[config.mk]
export PLATFORM = sky130hd
export DESIGN_NAME = fsub_adder_flat
export DESIGN_NICKNAME = d
export VERILOG_FILES = /design/src/rtl/fsub_adder_if.sv /design/src/rtl/fsub_adder.sv /design/src/flat_wrapper.sv
export SDC_FILE = /design/constraint.sdc
export NUM_CORES = 1
export LEC_CHECK = 0
export ABC_AREA = 0
export CAP_MARGIN = 15
export CORE_AREA = 2 2 39 41
export CTS_CLUSTER_DIAMETER = 30
export CTS_CLUSTER_SIZE = 40
export DETAILED_ROUTE_END_ITERATION = 8
export DIE_AREA = 0 0 41 43
export GPL_ROUTABILITY_DRIVEN = 0
export PLACE_DENSITY = 0.36
export SETUP_SLACK_MARGIN = 0.1
export SYNTH_ARGS = -nofsm -noshare
export SYNTH_HDL_FRONTEND = slang
export SYNTH_SLANG_ARGS = --single-unit
[constraint.sdc]
create_clock -name clk -period 1.1 [get_ports clk]
set_input_delay 0.11 -clock clk [delete_from_list [all_inputs] [get_ports clk]]
set_output_delay 0.11 -clock clk [all_outputs]
set_load 0.02 [all_outputs]
[src/rtl/fsub_adder_if.sv]
// Operand/result bundle for the full adder-subtractor.
// Latency 1 clock; no backpressure, a new operation may be presented every cycle.
interface fsub_adder_if #(
  parameter int WIDTH = 1
);
  logic             in_valid;
  logic             func;
  logic [WIDTH-1:0] in1;
  logic [WIDTH-1:0] in2;
  logic             in3;
  logic             out_valid;
  logic [WIDTH-1:0] sum_or_difference;
  logic             carry_or_borrow;

  modport master (
    output in_valid, func, in1, in2, in3,
    input  out_valid, sum_or_difference, carry_or_borrow
  );

  modport slave (
    input  in_valid, func, in1, in2, in3,
    output out_valid, sum_or_difference, carry_or_borrow
  );
endinterface

[src/rtl/fsub_adder.sv]
// Ripple full adder / subtractor, func=1 adds, func=0 subtracts with borrow.
// Latency 1 clock; no backpressure, results hold while in_valid is low.
module fsub_adder #(
  parameter int WIDTH = 1
) (
  input  logic         clk,
  input  logic         rst,
  fsub_adder_if.slave  bus
);

  typedef struct packed {
    logic             cb;
    logic [WIDTH-1:0] s;
  } res_t;

  logic [WIDTH:0]   c;
  logic [WIDTH-1:0] s;
  res_t             res_d;
  res_t             res_q;
  logic             vld_q;

  assign c[0] = bus.in3;

  // The sum bit is identical in both modes; only the carry/borrow term differs.
  for (genvar i = 0; i < WIDTH; i++) begin : g_bit
    logic a;
    logic b;
    logic cy_add;
    logic cy_sub;
    assign a      = bus.in1[i];
    assign b      = bus.in2[i];
    assign s[i]   = a ^ b ^ c[i];
    assign cy_add = (a & b) | ((a ^ b) & c[i]);
    assign cy_sub = (~a & (b ^ c[i])) | (b & c[i]);
    assign c[i+1] = bus.func ? cy_add : cy_sub;
  end

  assign res_d.cb = c[WIDTH];
  assign res_d.s  = s;

  // Result register only loads on in_valid, so idle-cycle inputs never reach the outputs.
  always_ff @(posedge clk) begin
    if (rst) begin
      vld_q <= 1'b0;
      res_q <= '0;
    end else if (bus.in_valid) begin
      vld_q <= 1'b1;
      res_q <= res_d;
    end else begin
      vld_q <= 1'b0;
    end
  end

  assign bus.out_valid         = vld_q;
  assign bus.sum_or_difference = res_q.s;
  assign bus.carry_or_borrow   = res_q.cb;

endmodule

[src/flat_wrapper.sv]
// flat-port wrapper written by rule: the top's interface ports become plain ports
module fsub_adder_flat 
#(
  parameter int WIDTH = 1
)
  (clk, rst, bus_in_valid, bus_func, bus_in1, bus_in2, bus_in3, bus_out_valid, bus_sum_or_difference, bus_carry_or_borrow);
  fsub_adder_if #(.WIDTH(WIDTH)) bus_i ();
  input  logic clk;
  input  logic rst;
  input wire logic [$bits(bus_i.in_valid)-1:0] bus_in_valid;
  input wire logic [$bits(bus_i.func)-1:0] bus_func;
  input wire logic [$bits(bus_i.in1)-1:0] bus_in1;
  input wire logic [$bits(bus_i.in2)-1:0] bus_in2;
  input wire logic [$bits(bus_i.in3)-1:0] bus_in3;
  output wire logic [$bits(bus_i.out_valid)-1:0] bus_out_valid;
  output wire logic [$bits(bus_i.sum_or_difference)-1:0] bus_sum_or_difference;
  output wire logic [$bits(bus_i.carry_or_borrow)-1:0] bus_carry_or_borrow;
  assign bus_i.in_valid = bus_in_valid;
  assign bus_i.func = bus_func;
  assign bus_i.in1 = bus_in1;
  assign bus_i.in2 = bus_in2;
  assign bus_i.in3 = bus_in3;
  assign bus_out_valid = bus_i.out_valid;
  assign bus_sum_or_difference = bus_i.sum_or_difference;
  assign bus_carry_or_borrow = bus_i.carry_or_borrow;
  fsub_adder #(.WIDTH(WIDTH)) u_core (.clk(clk), .rst(rst), .bus(bus_i));
endmodule
==> impl_metrics.sql <==
INSERT INTO impl_metrics (metric_group, metric, value, unit) VALUES
('status', 'run_status', 'finished, final reports clean', ''),
('timing', 'slew_headroom', '85.2', '%'),
('worst_hold_path', 'hold_class', 'input port to flip-flop', ''),
('setup_path', 'crit-reg2reg-capture', 'u_core.bus.carry_or_borrow', ''),
('finish', 'layout.nets', '35', ''),
('cts', 'htree_levels', '1', ''),
('floorplan', 'core-area', '1380', 'µm²'),
('routing', 'initialDrtViolationCount', '4', ''),
('setup_path', 'setup.worst_path.end_class', 'flip-flop', ''),
('global_route', 'overflow', '0', ''),
('timing', 'fin_crit_sh', '87.9', '%'),
('setup_path', 'worst-r2r-setup-slack', '480', 'ps'),
('floorplan', 'std_cell_rows', '14', ''),
('pwr', 'power.total', '378', 'µW'),
('finish', 'postLayoutCoreUtil', '20.0', '%'),
('timing', 'timing.final.setup_violations', '0', ''),
('cts', 'holdBufCountCts', '0', ''),
('synth', 'ys_warn_count', '0', ''),
('pwr', 'switching_share', '23.8', '%'),
('routing', 'drt-total-wl', '313', 'µm'),
('cts', 'cts.repair_timing.setup_buffer_count', '0', ''),
('timing', 'period_minus_ws_final', '966', 'ps'),
('worst_hold_path', 'worst_hold_path.num_cells', '3', ''),
('setup_path', 'crit-reg2reg-launch', 'u_core.bus.carry_or_borrow', ''),
('synth', 'sequential_cell_area_fraction_in_the_yosys_report', '40.7', '%'),
('setup_path', 'setup.worst_path.class', 'input port to flip-flop', ''),
('cts', 'tritoncts', 'done', ''),
('pwr', 'power.sequential.fraction', '32.0', '%'),
('placement', 'placedInstanceArea', '258', 'µm²'),
('floorplan', 'die_width', '41', 'µm'),
('setup_path', 'timing.reg2reg.worst_path_depth', '2', ''),
('routing', 'drt_pre_antenna_iters', '4', ''),
('setup_path', 'setup.worst_path.start_class', 'input port', ''),
('finish', 'leading_cell_types_in_the_layout_fill_and_taps_excluded', 'clkbuf_4 (3), clkdlybuf4s50_1 (3), clkdlybuf4s15_1 (3), dfxtp_1 (3)', ''),
('worst_hold_path', 'hold_path.startpoint', 'bus_in3', ''),
('setup_path', 'critPathRequiredTime', '1210', 'ps'),
('cts', 'worst_skew_pair.late_latency', '230', 'ps'),
('finish', 'num-fill-cells', '152', ''),
('routing', 'route.detailed.drc', '0', ''),
('timing', 'finalHoldViolations', '0', ''),
('global_route', 'grt_first_pass_wirelength', '455', 'µm'),
('floorplan', 'io_pins', '10', ''),
('cts', 'clk_root_buffer_cell', 'clkbuf_4', ''),
('synth', 'post_synth_instance_area', '148', 'µm²'),
('global_route', 'grt_pass1_vias', '140', ''),
('timing', 'rsz_0062_raised_after_global_routing', 'false', ''),
('synth', 'syn-num-nets', '21', ''),
('placement', 'buffer_ports.inserted', '9', ''),
('pwr', 'power.switching', '89.8', 'µW'),
('synth', 'synth_cell_type_count', '8', ''),
('pwr', 'worst_ir_drop_vdd', '264', 'µV'),
('run', 'cap_violations', '0', ''),
('setup_path', 'timing.critical_path.arrival', '1070', 'ps'),
('routing', 'detail_route.wl_per_cell', '7.63', 'µm'),
('cts', 'clock_pin_slew_on_the_worst_setup_and_hold_paths', '40', 'ps'),
('worst_hold_path', 'holdPathEnd', 'u_core.bus.sum_or_difference', ''),
('finish', 'finalNonFillerCells', '41', ''),
('finish', 'layout.cell_area.non_filler', '277', 'µm²'),
('placement', 'place.detailed.instances', '37', ''),
('timing', 'fin_skew', '0', 'ps'),
('timing', 'timing.final.max_slew_violations', '0', ''),
('global_route', 'tot_gr_track_use', '4.23', '%'),
('finish', 'diodes', '0', ''),
('synth', 'avgSynthCellArea', '12.3', 'µm²'),
('pwr', 'clock_power_share', '50.2', '%'),
('pwr', 'powerDensity', '1370', 'nW/µm²'),
('synth', 'yosys_register_bits', '3', ''),
('routing', 'route.antenna.remaining_nets', '0', ''),
('global_route', 'initial_antenna_violation_count', '0', ''),
('finish', 'syn_to_final_growth', '87.3', '%'),
('finish', 'post_route_cells_drive_above_1_share', '20.0', '%');
[cell families after synthesis]
kind of cell	count (synthesis)	synth area share (%)
AND/OR/NAND/NOR	3	9.33
flip-flops	3	40.7
AO/OA/AOI/OAI	2	13.6
adder cells (fa/ha/maj)	2	27.1
buffers and inverters	1	2.54
multiplexers	1	6.78
[power by group through the flow]
| stage | Sequential [µW] | Combinational [µW] | Clock [µW] |
|---|---|---|---|
| 2_1_floorplan | 133 | 17.9 | 0 |
| 3_3_place_gp | 122 | 75.3 | 0 |
| 3_5_place_dp | 123 | 76.4 | 0 |
| 4_1_cts | 121 | 67.9 | 198 |
| 5_1_grt | 122 | 74.2 | 209 |
| 6_report | 121 | 67.4 | 190 |
[worst max-delay path, stage by stage]
cell and delay (ps):
dlygate4sd2_1 270, fa_1 390, mux2i_1 210, a211oi_2 90
[Yosys cell counts]
master	instances	share of area, %
a211oi_1	1	5.1
a211oi_2	1	8.5
dfxtp_1	3	41
fa_1	2	27
inv_1	1	2.5
mux2i_1	1	6.8
nor2_1	2	5.1
nor2b_1	1	4.2
[state kept, by name (all words and copies together), names as in the netlist]
register                      cells
u_core.bus.carry_or_borrow        1
u_core.bus.out_valid              1
u_core.bus.sum_or_difference      1
[area by class of cell]
class | instances | area (µm²) | share of cell area, %
multi-input combinational | 8 | 83.8 | 30.3
clock buffer | 4 | 26.3 | 9.50
sequential | 3 | 60.1 | 21.7
timing repair buffer | 9 | 82.6 | 29.9
tap | 16 | 20.0 | 7.24
inverter | 1 | 3.75 | 1.36
[worst max-delay path by stage]
stage	from	to
after global placement	bus_in3	u_core.bus.carry_or_borrow
after global routing	u_core.bus.carry_or_borrow	bus_carry_or_borrow
after CTS	u_core.bus.carry_or_borrow	bus_carry_or_borrow
after detailed placement	bus_in3	u_core.bus.carry_or_borrow
final	bus_in2	u_core.bus.carry_or_borrow
after floorplan	bus_in3	u_core.bus.carry_or_borrow
[metrics by stage]
step	hold slack (ps)	worst slack, ps
final	289	134
after detailed placement	493	-339
after global routing	314	101
after floorplan	175	236
after CTS	424	104
after global placement	482	-339
[metal layers]
metal  vias to the layer above  share of wire, %  track usage (%)
met5                         -                 0                0
met4                         0                 0             4.00
met3                         0                23             3.66
met2                        10                41             5.31
met1                        54                36             3.88
li1                         64                 -                -
[timing repair]
item | CTS | global route
gates resized for setup | 7 | 4
pin swaps | 1 | 0
endpoints found under the hold margin | 0 | 0
endpoints found under the setup margin | 5 | 4
(Power assumes the default switching activity.)
